## src/rtl/bb_scrambler_ctrl_if.sv

```systemverilog
// Bit-stream bundle around the scrambler controller:
// upstream valid/ready bits in, scrambled bits out.
interface bb_scrambler_ctrl_if;
    logic s_valid;
    logic s_bit;
    logic s_ready;
    logic m_valid;
    logic m_bit;
    logic m_last;

    modport slave (
        input  s_valid,
        input  s_bit,
        output s_ready,
        output m_valid,
        output m_bit,
        output m_last
    );

    modport master (
        output s_valid,
        output s_bit,
        input  s_ready,
        input  m_valid,
        input  m_bit,
        input  m_last
    );
endinterface

```

## src/rtl/bb_scrambler_ctrl.sv

```systemverilog
// Frame sequencer for the BB scrambler: seeds the PRBS, feeds frame_len
// input bits, counts scrambled outputs and reports completion or timeout.
module bb_scrambler_ctrl #(
    parameter int unsigned LEN_W      = 16,
    parameter logic [14:0] INIT_STATE = 15'b100101010000000,
    parameter int unsigned TIMEOUT    = 64
) (
    input  logic               clk,
    input  logic               reset,
    input  logic               start,
    input  logic [LEN_W-1:0]   frame_len,
    output logic               busy,
    bb_scrambler_ctrl_if.slave sif,
    output logic [14:0]        scr_init_state,
    output logic               scr_load,
    output logic               scr_en,
    output logic               scr_in_bit,
    input  logic               scr_out_bit,
    input  logic               scr_out_en,
    output logic               done,
    output logic [1:0]         err
);

    localparam int unsigned TW = $clog2(TIMEOUT + 1);

    typedef enum logic [1:0] {
        IDLE,
        LOAD,
        RUN,
        DRAIN
    } state_t;

    state_t           state_q, state_d;
    logic [LEN_W-1:0] len_q, len_d;
    logic [LEN_W-1:0] in_cnt_q, in_cnt_d;
    logic [LEN_W-1:0] out_cnt_q, out_cnt_d;
    logic [TW-1:0]    tmr_q, tmr_d;
    logic             done_q, done_d;
    logic [1:0]       err_q, err_d;

    logic live;
    logic xfer;
    logic cnt_out;
    logic last_out;

    always_ff @(posedge clk) begin
        if (reset) begin
            state_q   <= IDLE;
            len_q     <= '0;
            in_cnt_q  <= '0;
            out_cnt_q <= '0;
            tmr_q     <= '0;
            done_q    <= 1'b0;
            err_q     <= 2'b00;
        end else begin
            state_q   <= state_d;
            len_q     <= len_d;
            in_cnt_q  <= in_cnt_d;
            out_cnt_q <= out_cnt_d;
            tmr_q     <= tmr_d;
            done_q    <= done_d;
            err_q     <= err_d;
        end
    end

    always_comb begin
        state_d     = state_q;
        len_d       = len_q;
        in_cnt_d    = in_cnt_q;
        out_cnt_d   = out_cnt_q;
        tmr_d       = tmr_q;
        done_d      = 1'b0;
        err_d       = 2'b00;
        scr_load    = 1'b0;
        sif.s_ready = 1'b0;
        xfer        = 1'b0;

        live = (state_q != IDLE);

        // Only the first len outputs of a frame are counted; extras pass through
        cnt_out  = scr_out_en && (state_q == RUN || state_q == DRAIN)
                   && (out_cnt_q < len_q);
        last_out = cnt_out && (out_cnt_q == len_q - LEN_W'(1));
        if (cnt_out) begin
            out_cnt_d = out_cnt_q + LEN_W'(1);
        end

        if (start && live) begin
            err_d[0] = 1'b1;
        end

        unique case (state_q)
            IDLE: begin
                if (start) begin
                    if (frame_len == '0) begin
                        err_d[0] = 1'b1;
                    end else begin
                        len_d     = frame_len;
                        in_cnt_d  = '0;
                        out_cnt_d = '0;
                        state_d   = LOAD;
                    end
                end
            end
            LOAD: begin
                scr_load = 1'b1;
                state_d  = RUN;
            end
            RUN: begin
                sif.s_ready = (in_cnt_q < len_q);
                xfer        = sif.s_valid && sif.s_ready;
                if (xfer) begin
                    in_cnt_d = in_cnt_q + LEN_W'(1);
                    if (in_cnt_q == len_q - LEN_W'(1)) begin
                        tmr_d = TW'(1);
                        if (last_out) begin
                            done_d  = 1'b1;
                            state_d = IDLE;
                        end else begin
                            state_d = DRAIN;
                        end
                    end
                end
            end
            DRAIN: begin
                if (last_out || out_cnt_q == len_q) begin
                    done_d  = 1'b1;
                    state_d = IDLE;
                end else if (tmr_q >= TW'(TIMEOUT - 1)) begin
                    err_d[1] = 1'b1;
                    state_d  = IDLE;
                end else begin
                    tmr_d = tmr_q + TW'(1);
                end
            end
            default: state_d = IDLE;
        endcase
    end

    assign busy           = live;
    assign scr_init_state = INIT_STATE;
    assign scr_en         = xfer;
    assign scr_in_bit     = xfer && sif.s_bit;
    assign sif.m_valid    = live && scr_out_en;
    assign sif.m_bit      = live && scr_out_bit;
    assign sif.m_last     = last_out;
    assign done           = done_q;
    assign err            = err_q;

endmodule

```

## src/flat_wrapper.sv

```systemverilog
// flat-port wrapper written by rule: the top's interface ports become plain ports
module bb_scrambler_ctrl_flat 
#(
    parameter int unsigned LEN_W      = 16,
    parameter logic [14:0] INIT_STATE = 15'b100101010000000,
    parameter int unsigned TIMEOUT    = 64
)
  (clk, reset, start, frame_len, busy, scr_init_state, scr_load, scr_en, scr_in_bit, scr_out_bit, scr_out_en, done, err, sif_s_valid, sif_s_bit, sif_s_ready, sif_m_valid, sif_m_bit, sif_m_last);
  bb_scrambler_ctrl_if sif_i ();
  input  logic clk;
  input  logic reset;
  input  logic start;
  input  logic [LEN_W-1:0] frame_len;
  output logic busy;
  output logic [14:0] scr_init_state;
  output logic scr_load;
  output logic scr_en;
  output logic scr_in_bit;
  input  logic scr_out_bit;
  input  logic scr_out_en;
  output logic done;
  output logic [1:0] err;
  input wire logic [$bits(sif_i.s_valid)-1:0] sif_s_valid;
  input wire logic [$bits(sif_i.s_bit)-1:0] sif_s_bit;
  output wire logic [$bits(sif_i.s_ready)-1:0] sif_s_ready;
  output wire logic [$bits(sif_i.m_valid)-1:0] sif_m_valid;
  output wire logic [$bits(sif_i.m_bit)-1:0] sif_m_bit;
  output wire logic [$bits(sif_i.m_last)-1:0] sif_m_last;
  assign sif_i.s_valid = sif_s_valid;
  assign sif_i.s_bit = sif_s_bit;
  assign sif_s_ready = sif_i.s_ready;
  assign sif_m_valid = sif_i.m_valid;
  assign sif_m_bit = sif_i.m_bit;
  assign sif_m_last = sif_i.m_last;
  bb_scrambler_ctrl #(.LEN_W(LEN_W), .INIT_STATE(INIT_STATE), .TIMEOUT(TIMEOUT)) u_core (.clk(clk), .reset(reset), .start(start), .frame_len(frame_len), .busy(busy), .sif(sif_i), .scr_init_state(scr_init_state), .scr_load(scr_load), .scr_en(scr_en), .scr_in_bit(scr_in_bit), .scr_out_bit(scr_out_bit), .scr_out_en(scr_out_en), .done(done), .err(err));
endmodule
```

## config.mk

```make
export PLATFORM = sky130hd
export DESIGN_NAME = bb_scrambler_ctrl_flat
export DESIGN_NICKNAME = d
export VERILOG_FILES = /design/src/rtl/bb_scrambler_ctrl_if.sv /design/src/rtl/bb_scrambler_ctrl.sv /design/src/flat_wrapper.sv
export SDC_FILE = /design/constraint.sdc
export NUM_CORES = 1
export LEC_CHECK = 0
export ABC_AREA = 1
export BUFFER_PORTS_ARGS = -buffer_cell sky130_fd_sc_hd__buf_2
export CAP_MARGIN = 20
export CORE_ASPECT_RATIO = 1.2
export CORE_MARGIN = 1.5
export CORE_UTILIZATION = 41
export DETAILED_ROUTE_END_ITERATION = 7
export GPL_TIMING_DRIVEN = 0
export SETUP_SLACK_MARGIN = 0.05
export SYNTH_ARGS = -nofsm -noshare
export SYNTH_HDL_FRONTEND = slang
export SYNTH_SLANG_ARGS = --single-unit
```

## constraint.sdc

```tcl
create_clock -name clk -period 3.1 [get_ports clk]
set_input_delay 0.62 -clock clk [delete_from_list [all_inputs] [get_ports clk]]
set_output_delay 0.62 -clock clk [all_outputs]
set_load 0.02 [all_outputs]
```

* Word level (Yosys, flattened, before mapping)
Index checks and enable logic that the tools add are counted.
W data, S select, Z words.
** Operators by class
- Add/subtract/negate cells :: 4
- Magnitude comparators :: 3
- Eq/ne operators :: 13
- Mux-type cells :: 34
- Bitwise logic cells :: 2
- Reductions and logical operators :: 20
** Operator list (number)
- $mux W16 :: 7
- $eq A16 B16 Y1 :: 3
- $add A16 B1 Y16 const B :: 2
- $lt A16 B16 Y1 :: 2
- $pmux W16 S2 :: 1
- $mux W7 :: 4
- $logic_not A16 Y1 :: 1
- $sub A16 B1 Y16 const B :: 1
- $mux W2 :: 7
- $pmux W7 S2 :: 1
- $mux W1 :: 12
- $ne A2 B2 Y1 const B :: 6
- $reduce_and A5 Y1 :: 2
- $logic_and A1 B1 Y1 :: 8
- $pmux W2 S4 :: 1
- $add A7 B1 Y7 const B :: 1
- $ge A7 B6 Y1 const B :: 1
- $reduce_bool A2 Y1 :: 3
- $eq A2 B2 Y1 const B :: 2
- $reduce_and A4 Y1 :: 1
- $ne A3 B3 Y1 const B :: 1
- $reduce_and A3 Y1 :: 1
- $reduce_or A3 Y1 :: 1
- $eq A2 B1 Y1 const B :: 1
- 4 further kinds :: 6
** Storage, ports and cells
- Flip-flop bits (word level) :: 60
- Input port bits :: 23
- Output and inout port bits :: 26
- Logic and storage cells :: 84

* Logic depth before layout (Yosys ltp)
Gate-level depths: netlist (run 1).
- Word-level depth :: 9
- Mapped depth :: 21

* Least setup slack after synthesis (run 1)
No wires, ideal clock.
- Path type :: reg-to-output
- From :: reg u_core.len_q[3]
- To :: out scr_in_bit
- Data arrival time :: 2.075 ns
- Required time :: 2.480 ns
- Path slack :: 0.405 ns
- Cell stages (with the launch flop) :: 12
- Path buffers :: 0
- Cells stage by stage :: dfxtp_1 -> inv_1 -> ha_1 -> a21oi_1 -> o21ai_0 -> nand4_1 -> nand2_1 -> nand2_1 -> nand2_1 -> nor2_1 -> nand2_1 -> nor2_1
** On the way
- Longest elaborated chain between the ends :: 4
** Ends and longest elaborated chain
- start, declared :: line bb_scrambler_ctrl.sv:34 : logic [LEN_W-1:0] len_q, len_d;
- start signal, assigned :: line bb_scrambler_ctrl.sv:57 : len_q <= len_d;
- $lt A16 B16 Y1 :: line bb_scrambler_ctrl.sv:110 : sif.s_ready = (in_cnt_q < len_q);
- $logic_and A1 B1 Y1 :: line bb_scrambler_ctrl.sv:111 : xfer = sif.s_valid && sif.s_ready;
- $mux W1 :: line bb_scrambler_ctrl.sv:92 : unique case (state_q)
- $logic_and A1 B1 Y1 :: line bb_scrambler_ctrl.sv:143 : assign scr_in_bit = xfer && sif.s_bit;
- end, declared :: line flat_wrapper.sv:18 : output logic scr_in_bit;
No other way between the ends.

* Final worst setup path (run 1)
- From :: reg u_core.len_q[10]
- To :: out sif_m_last
** On the way
- Longest elaborated chain between the ends :: 3
- Elaborated cells on any way between the ends :: 5
- Classes of those cells :: add/sub: 1; order compare: 1; eq/ne: 1; reduce/logical: 2
** Ends and longest elaborated chain
- $sub A16 B1 Y16 / $lt A16 B16 Y1 (equally long branches) :: line bb_scrambler_ctrl.sv:83, bb_scrambler_ctrl.sv:82
- $eq A16 B16 Y1 / $logic_and A1 B1 Y1 (equally long branches) :: line bb_scrambler_ctrl.sv:83, bb_scrambler_ctrl.sv:82
- $logic_and A1 B1 Y1 (*) :: line bb_scrambler_ctrl.sv:83 : last_out = cnt_out && (out_cnt_q == len_q - LEN_W'(1));
- end, declared :: line flat_wrapper.sv:28 : output wire logic [$bits(sif_i.m_last)-1:0] sif_m_last;
Every way passes the cells marked *; elsewhere a longest branch is shown, timed or not.

==> results.json, run 1 <==
{
  "p_clk_frac": 0.282,
  "antenna_cells": 0,
  "fin_total_pwr_mw": 4.30,
  "ys_ff_latch": 60,
  "reg2regPathDepth": 18,
  "ys_warn_count": 0,
  "die_area_mm2": 0.0124,
  "cts_tree": "yes",
  "ctsHtreeMaxLevel": 3,
  "fin_crit_ns": 2.94,
  "clkTransAtPathRegs_ns": 0.06,
  "cap_violations": 0,
  "worstSetupPathDepth": 14,
  "timing.fmax_mhz": 341,
  "layout_commonest_cell": "nand2_1",
  "arrival_ns": 2.32,
  "setup_violations": 0,
  "synth.distinct_cells": 38,
  "ctsRootBufferMaster": "clkbuf_16",
  "crit_buf_inv": 4,
  "slowest_stage": "dfxtp_1",
  "slew_violations": 0,
  "crit_path_max_incr_delay_ns": 0.42,
  "place_ws_ns": 0.0621,
  "endpoint_kind": "output pin",
  "synth_ff_type": "dfxtp_1",
  "start_util": 0.417,
  "final_cell_mix": "nand2_1, inv_1, nand3_1",
  "hold_class": "reg -> reg",
  "coreArea_mm2": 0.0115,
  "grt-ovfl-total": 0,
  "crit_type": "reg -> out",
  "die_h_um": 122,
  "power_density_mw_per_mm2": 758,
  "combPwrFrac": 0.492,
  "grt_usage": 0.245,
  "crit_top_cell": "nand2_1",
  "ctsLongestPathBuffers": 2,
  "critical-path-top-delay-family": "simple AND/OR/NAND/NOR gates",
  "num-nets-final": 886,
  "p_leak_nw": 2.54,
  "dp_hpwl_mm": 11.7,
  "p_int_mw": 2.36,
  "numCtsBuffers": 9,
  "tightest_slew_ns": 0.720,
  "ios": 49,
  "switching_share": 0.452,
  "ys_seq_area_frac": 0.250,
  "dp.cells": 966,
  "grt_pass1_wl_mm": 23.0,
  "viasPerCell": 5.19,
  "path_max_fanout": 5,
  "hold_violations": 0,
  "drc": 0,
  "rsz0062_at_grt": "true",
  "final_cell_area_mm2": 0.00567,
  "outcome": "finished clean",
  "syn_to_final_growth_pct": 18.1,
  "post_drt_wl_per_cell_um": 14.7,
  "timing.rr.start": "u_core.len_q[10]",
  "drtAntennaViolNets": 0,
  "worstSkewPairLatency_ns": 0.34,
  "nFillCells": 1262,
  "switching_power_mw": 1.94,
  "grt_pass1_vias": 4850,
  "drt_iter0_drc": 369,
  "r2r_slack_ns": 0.32,
  "final_util": 0.493,
  "place_area_mm2": 0.00521,
  "fp.dieW_um": 102,
  "gp_congestion": 0.884,
  "avgSynthCellArea_um2": 6.29,
  "wirelength_mm": 14.6,
  "syn_inst": 763,
  "crit_start": "u_core.len_q[10]",
  "final_cells": 989,
  "cp_cell_sequence": "inv_1, ha_1, nand2_1, inv_1, o21ai_1, nand2_1, nand2_1, nand2_1, a21oi_4, nand3_1, nor2_2, nand2_2, inv_2, buf_6",
  "rows": 43,
  "p_seq_frac": 0.226,
  "worstReg2RegEnd": "u_core.out_cnt_q[15]",
  "synth_edf_count": 0,
  "syn_area_mm2": 0.00480,
  "cts_sinks": 60,
  "relSlewSlack": 0.520,
  "cp-start-kind": "flop",
  "grt_max_degree": 11,
  "antenna_found_initial": 0,
  "cp.required_ns": 2.48,
  "worstSetupEndpoint": "sif_m_last",
  "vdd_drop_max_mv": 0.354,
  "num_vias": 5132,
  "fin_skew_ns": 0.00423,
  "hold_ws_ns": 0.493,
  "drive_above_1_share": 0.155,
  "async_reset_ff_frac": 0,
  "fin_ws_ns": 0.165,
  "tns_ns": 0,
  "dr.pass1.iters": 5,
  "period_share": 0.947,
  "portBuffers": 33
}
## worst min path at each step
| stage | startpoint | end | cells past startpoint |
|---|---|---|---|
| 5_1_grt | u_core.tmr_q[6] | u_core.tmr_q[6] | 2 |
| 3_3_place_gp | u_core.tmr_q[3] | u_core.tmr_q[3] | 2 |
| 2_1_floorplan | u_core.tmr_q[6] | u_core.tmr_q[6] | 2 |
| 4_1_cts | u_core.tmr_q[6] | u_core.tmr_q[6] | 2 |
| 3_5_place_dp | u_core.tmr_q[6] | u_core.tmr_q[6] | 2 |
| 6_report | u_core.tmr_q[3] | u_core.tmr_q[3] | 2 |
## timing repair
action	CTS	global route
hold buffers	0	0
gates resized for setup	13	14
setup endpoints to repair	3	4
setup buffers	2	5
pin swaps	1	8
## sequential cells by signal, indices dropped and copies added, names as in the netlist
signal            flops
u_core.done           1
u_core.state_q        2
u_core.in_cnt_q      16
u_core.tmr_q          7
u_core.out_cnt_q     16
u_core.len_q         16
u_core.err            2
## cells in the mapped netlist (3+ instances only)
library cell	number	area share
dfxtp_1	60	0.25
nand2_1	184	0.14
nand4_1	15	0.020
xor2_1	4	0.0073
buf_4	15	0.023
o21ai_0	36	0.038
nor2_4	3	0.0070
clkbuf_1	8	0.0063
nor2_2	11	0.014
nor3_1	19	0.020
inv_1	98	0.077
nor4_1	7	0.0091
a21oi_1	64	0.067
ha_1	36	0.094
nor2_1	69	0.054
nor3b_1	3	0.0047
nand2_4	4	0.0094
nand3_1	87	0.091
nand2_2	11	0.014
o21a_1	5	0.0078
## worst register-to-register path: stages (launching register included)
cell,delay [ns]
dfxtp_1,0.42
inv_1,0.15
ha_1,0.30
nand2_1,0.06
inv_1,0.04
o21ai_1,0.07
nand2_1,0.07
nand2_1,0.07
nand2_1,0.12
inv_1,0.10
nand2_2,0.11
nor2_2,0.18
nand2_1,0.12
nor2_1,0.21
nand2_1,0.13
nor2_1,0.15
nand3_1,0.11
xor2_1,0.16
nor2_1,0.06
## power by group through the flow
stage	Combinational (mW)	Sequential, mW	Clock [mW]
global route	2.38	0.982	1.25
floorplan	1.53	0.950	0
detailed placement	2.03	0.975	0
CTS	2.08	0.961	1.22
finish	2.11	0.972	1.21
global placement	1.99	0.971	0
## logic make-up (layout without fill, tap and decap cells)
kind of cell | count (synthesis) | after routing | synth area share
buffers and inverters | 126 | 182 | 0.111
flip-flops | 60 | 60 | 0.250
adder cells (fa/ha/maj) | 36 | 36 | 0.0938
XOR/XNOR | 5 | 5 | 0.00912
AND/OR/NAND/NOR | 425 | 425 | 0.415
other | 2 | 15 | 0.00156
AO/OA/AOI/OAI | 109 | 109 | 0.119
## per-layer routing
layer	up-vias	track usage	wire length (µm)
met5	-	0	0
met1	2352	0.277	5920
met4	0	0.109	433
met3	25	0.0218	549
met2	132	0.459	7650
li1	2623	-	-
## layout make-up
type	instances	area, µm²	area share
repair buffers	40	224	0.0395
flip-flops and latches	60	1210	0.214
multi-input cells	590	3140	0.554
well taps	157	196	0.0346
clock inverters	4	95.1	0.0168
inverters	100	380	0.0671
plain buffers	26	163	0.0287
clock buffers	12	256	0.0452
No activity file was read; power rests on OpenSTA's default activity.
==> run 2, diff against run 1 <==
--- a/config.mk
+++ b/config.mk
@@ -12,7 +12,7 @@
 export CORE_MARGIN = 1.5
 export CORE_UTILIZATION = 41
 export DETAILED_ROUTE_END_ITERATION = 7
-export GPL_TIMING_DRIVEN = 0
+export MAX_ROUTING_LAYER = met4
 export SETUP_SLACK_MARGIN = 0.05
 export SYNTH_ARGS = -nofsm -noshare
 export SYNTH_HDL_FRONTEND = slang
==> run 2 against run 1 <==
Hold slack worse by 0.0068 ns. Total power is 4.9% lower. Routed wire length is 1.7% lower. Combinational power hardly changed. Via count is 1.6% lower. Critical endpoint unchanged. Largest power group unchanged.
==> results.json, run 2 (synthesized netlist as in run 1, its figures left out) <==
{
  "post_drt_wl_per_cell_um": 14.8,
  "rsz0062_at_grt": "true",
  "tightest_slew_ns": 0.614,
  "cts_sinks": 60,
  "worstSkewPairLatency_ns": 0.34,
  "drt_iter0_drc": 346,
  "antenna_found_initial": 0,
  "grt_pass1_vias": 4728,
  "endpoint_kind": "output pin",
  "wirelength_mm": 14.3,
  "grt-ovfl-total": 0,
  "r2r_slack_ns": 0.52,
  "num_vias": 5049,
  "final_cells": 968,
  "fin_ws_ns": 0.178,
  "grt_max_degree": 32,
  "slew_violations": 0,
  "grt_pass1_wl_mm": 22.6,
  "drtAntennaViolNets": 0,
  "place_ws_ns": 0.203,
  "power_density_mw_per_mm2": 743,
  "vdd_drop_max_mv": 0.440,
  "timing.fmax_mhz": 342,
  "clkTransAtPathRegs_ns": 0.06,
  "worstReg2RegEnd": "u_core.out_cnt_q[15]",
  "dp.cells": 948,
  "m1WireLength_mm": 6.21,
  "wl_met2_mm": 7.00,
  "viasPerCell": 5.22,
  "antenna_cells": 0,
  "die_area_mm2": 0.0124,
  "dp_hpwl_mm": 11.6,
  "coreArea_mm2": 0.0115,
  "tns_ns": 0,
  "whs_endpoint": "u_core.tmr_q[6]",
  "ctsRootBufferMaster": "clkbuf_16",
  "start_util": 0.417,
  "cp.required_ns": 2.48,
  "fin_crit_ns": 2.92,
  "top_layer_used": "met4",
  "hold_depth": 2,
  "fin_skew_ns": 0.00576,
  "numCtsBuffers": 9,
  "cp-start-kind": "flop",
  "ctsLongestPathBuffers": 2,
  "cts_tree": "yes",
  "cts_hold_buf": 0,
  "num-nets-final": 865,
  "reg2regPathDepth": 18,
  "final_cell_mix": "nand2_1, inv_1, nand3_1",
  "syn_to_final_growth_pct": 14.6,
  "layout_commonest_cell": "nand2_1",
  "portBuffers": 33,
  "gp_congestion": 0.939,
  "relSlewSlack": 0.587,
  "hp-start": "u_core.tmr_q[6]",
  "timing.rr.start": "u_core.len_q[11]",
  "ios": 49,
  "crit_type": "reg -> out",
  "ctsHtreeMaxLevel": 3,
  "p_leak_nw": 2.44,
  "arrival_ns": 2.30,
  "wl_met3_um": 625,
  "setup_violations": 0,
  "drc": 0,
  "outcome": "finished clean",
  "period_share": 0.942,
  "hold_class": "reg -> reg",
  "hold_violations": 0,
  "path_max_fanout": 5,
  "cap_violations": 0,
  "rows": 43,
  "grt_usage": 0.246,
  "drive_above_1_share": 0.145,
  "die_h_um": 122,
  "largestRegisters": "u_core.in_cnt_q: 16 flops, u_core.len_q: 16 flops, u_core.out_cnt_q: 16 flops",
  "dr.pass1.iters": 6,
  "fp.dieW_um": 102,
  "fin_total_pwr_mw": 4.09
}
[run 2: changes by cell type in the layout (fill, tap and decap cells not counted), sizes merged]
cell      delta
inv          +1
clkbuf      -11
buf         -13
clkinvlp     +2
clkinv       +2
bufinv       -2
[run 2: power by group]
part	total (mW)	leakage [nW]	internal (mW)	switching (mW)
clock network	1.03	0.142	0.626	0.400
registers	0.979	0.491	0.863	0.116
logic	2.08	1.81	0.657	1.43
[run 2: per-stage QoR]
stage / utilization / instance area, µm² / hold WS, ns
after floorplan: - / 4850 / 0.424
after global placement: 0.444 / 5110 / 0.477
after detailed placement: 0.444 / 5110 / 0.482
after CTS: 0.472 / 5440 / 0.496
after global routing: 0.478 / 5500 / 0.508
final: 0.478 / 5500 / 0.486
[run 2: final cells by class]
cell class	count	area (µm²)
Sequential cell	60	1210
Multi-Input combinational cell	590	3160
Timing Repair Buffer	45	258
Tap cell	157	196
Inverter	100	378
Clock buffer	9	225
Fill cell	1222	6010
Clock inverter	7	76.3
[run 2: metal layers]
metal | GRT usage | vias up
met5 | - | -
met4 | 0.103 | 0
met3 | 0.0384 | 30
met2 | 0.416 | 131
met1 | 0.288 | 2313
li1 | - | 2575
[run 2: worst max path at each step]
stage / to / from / slack, ns / cells past startpoint
global route: sif_m_last / u_core.len_q[0] / 0.04 / 13
floorplan: scr_in_bit / u_core.len_q[3] / 0.40 / 11
finish: sif_m_last / u_core.len_q[2] / 0.18 / 13
global placement: sif_m_last / u_core.len_q[0] / 0.27 / 13
detailed placement: sif_m_last / u_core.len_q[0] / 0.20 / 13
CTS: sif_m_last / u_core.len_q[7] / 0.06 / 13
[run 2: critical path, stage by stage, from the launching register on]
cell,delay (ns)
dfxtp_2,0.41
inv_1,0.13
ha_1,0.31
nand2_1,0.07
o21bai_1,0.10
nand2_1,0.08
nand2_1,0.06
nand2_1,0.08
a21oi_2,0.18
nand3_1,0.10
nor2_2,0.13
nand2_2,0.10
inv_1,0.09
buf_4,0.14
[run 2: timing repair]
| action | CTS | global route |
|---|---|---|
| resized for setup | 6 | 17 |
| buffers inserted | 0 | 4 |
| setup endpoints to repair | 3 | 3 |
| pin swaps | 0 | 4 |
==> run 3, diff against run 2 <==
--- a/config.mk
+++ b/config.mk
@@ -10,8 +10,9 @@
 export CAP_MARGIN = 20
 export CORE_ASPECT_RATIO = 1.2
 export CORE_MARGIN = 1.5
-export CORE_UTILIZATION = 41
+export CORE_UTILIZATION = 45
 export DETAILED_ROUTE_END_ITERATION = 7
+export GPL_ROUTABILITY_DRIVEN = 0
 export MAX_ROUTING_LAYER = met4
 export SETUP_SLACK_MARGIN = 0.05
 export SYNTH_ARGS = -nofsm -noshare
==> run 3 against run 2 <==
Total power rose by 1.7%. Critical path type unchanged. Critical endpoint unchanged. Cell count shrank 3.3%. Final area is 0.75% lower. Setup slack got worse by 0.017 ns. Critical path depth decreased by 1. Largest cell class unchanged. Hold slack gained 0.012 ns. Sequential power barely moved.
==> results.json, run 3 (synthesized netlist as in run 1, its figures left out) <==
{
  "arrival_ns": 2.32,
  "p_leak_nw": 2.45,
  "fin_crit_ns": 2.94,
  "final_cell_mix": "nand2_1, inv_1, nand3_1",
  "timing.fmax_mhz": 340,
  "rows": 41,
  "crit_type": "reg -> out",
  "ctsRootBufferMaster": "clkbuf_16",
  "p_int_mw": 2.24,
  "grt_pass1_vias": 4672,
  "antenna_found_initial": 0,
  "wl_met3_um": 472,
  "num_vias": 5006,
  "hold_violations": 0,
  "grt_pass1_wl_mm": 22.3,
  "layout_commonest_cell": "nand2_1",
  "drtAntennaViolNets": 0,
  "rsz0062_at_grt": "false",
  "setup_violations": 0,
  "endpoint_kind": "output pin",
  "vdd_drop_max_mv": 0.398,
  "tns_ns": 0,
  "clkTransAtPathRegs_ns": 0.06,
  "cts_tree": "yes",
  "power_density_mw_per_mm2": 761,
  "p_seq_frac": 0.235,
  "relSlewSlack": 0.602,
  "post_drt_wl_per_cell_um": 15.0,
  "antenna_cells": 0,
  "ios": 49,
  "drive_above_1_share": 0.146,
  "coreArea_mm2": 0.0105,
  "dp_hpwl_mm": 11.3,
  "outcome": "finished clean",
  "syn_to_final_growth_pct": 13.8,
  "die_h_um": 116,
  "path_max_fanout": 5,
  "p_clk_frac": 0.267,
  "switching_power_mw": 1.92,
  "fin_total_pwr_mw": 4.16,
  "drc": 0,
  "grt_max_degree": 33,
  "cts_sinks": 60,
  "nFillCells": 1125,
  "worstSkewPairLatency_ns": 0.33,
  "largestRegisters": "u_core.in_cnt_q: 16 flops, u_core.len_q: 16 flops, u_core.out_cnt_q: 16 flops",
  "period_share": 0.948,
  "cp-start-kind": "flop",
  "drt_iter0_drc": 343,
  "combPwrFrac": 0.498,
  "start_util": 0.459,
  "viasPerCell": 5.35,
  "slew_violations": 0,
  "wirelength_mm": 14.0,
  "grt_usage": 0.259,
  "fp.dieW_um": 97.3,
  "cts_hold_buf": 0,
  "ctsHtreeMaxLevel": 3,
  "tightest_slew_ns": 0.593,
  "area.sequential_mm2": 0.00122,
  "fin_skew_ns": 0.00315,
  "grt-ovfl-total": 0,
  "portBuffers": 33,
  "top_layer_used": "met4",
  "cap_violations": 0,
  "num-nets-final": 861,
  "hold_class": "reg -> reg",
  "wl_met2_mm": 7.06,
  "cp.required_ns": 2.48,
  "m1WireLength_mm": 6.21,
  "ctsLongestPathBuffers": 2,
  "multi_input_area_mm2": 0.00315,
  "numCtsBuffers": 9,
  "die_area_mm2": 0.0113,
  "switching_share": 0.462,
  "dr.pass1.iters": 4
}
[run 3: cell count changes in the layout (fill, tap and decap cells not counted), sizes merged]
cell,previous run,this run
clkinvlp,2,3
clkbuf,9,10
buf,45,41
clkinv,3,1
inv,101,100
bufinv,1,2
[run 3: per-layer routing]
layer  GRT usage  vias to the layer above
li1            -                     2573
met1       0.298                     2318
met2       0.467                       93
met3      0.0305                       22
met4      0.0952                        0
met5           -                        -
[run 3: area by class of cell]
| class | instances | share of cell area |
|---|---|---|
| multi-input cells | 590 | 0.578 |
| well taps | 129 | 0.0296 |
| repair buffers | 41 | 0.0417 |
| flip-flops and latches | 60 | 0.223 |
| inverters | 100 | 0.0687 |
| clock buffers | 10 | 0.0438 |
| clock inverters | 6 | 0.0160 |
[run 3: metrics by stage]
stage	instance area (µm²)	hold WS, ns	std cells	worst slack (ns)	util
global route	5460	0.505	936	0.0188	0.522
detailed placement	5070	0.485	919	0.158	0.485
CTS	5420	0.497	935	0.0530	0.518
global placement	5070	0.477	919	0.225	0.485
floorplan	4850	0.424	776	0.405	-
finish	5460	0.498	936	0.162	0.522
[run 3: repair_timing]
item                                    in CTS  in global routing
resized for setup                            7                 20
setup buffers                                0                  1
pin swaps                                    0                  3
cloned                                       0                  0
endpoints found under the setup margin       3                  3
endpoints found under the hold margin        0                  0
[run 3: final timing paths]
| check | from | slack (ns) | cells past startpoint | end |
|---|---|---|---|---|
| worst max-delay path | u_core.len_q[12] | 0.16 | 12 | sif_m_last |
| worst min-delay path | u_core.tmr_q[3] | 0.50 | 2 | u_core.tmr_q[3] |
| worst max register to register | u_core.len_q[12] | 0.58 | 16 | u_core.out_cnt_q[15] |
| worst min register to register | u_core.tmr_q[3] | 0.50 | 2 | u_core.tmr_q[3] |
[run 3: worst max-delay path, cell delays in order, from the launching register on]
cell	delay, ns
dfxtp_1	0.42
inv_1	0.16
ha_1	0.31
nand4_1	0.13
inv_1	0.05
nand2_1	0.06
nand2_1	0.08
a21oi_2	0.18
nand3_1	0.12
nor2_2	0.17
nand2_4	0.10
inv_2	0.07
buf_4	0.13
[run 3: power groups by stage]
stage                     logic [mW]  clock network (mW)  registers, mW
after floorplan                 1.53                   0          0.950
after global placement          1.98                   0          0.976
after detailed placement        2.01                   0          0.980
after CTS                       2.04                1.12          0.965
after global routing            2.31                1.15          0.989
final                           2.07                1.11          0.977
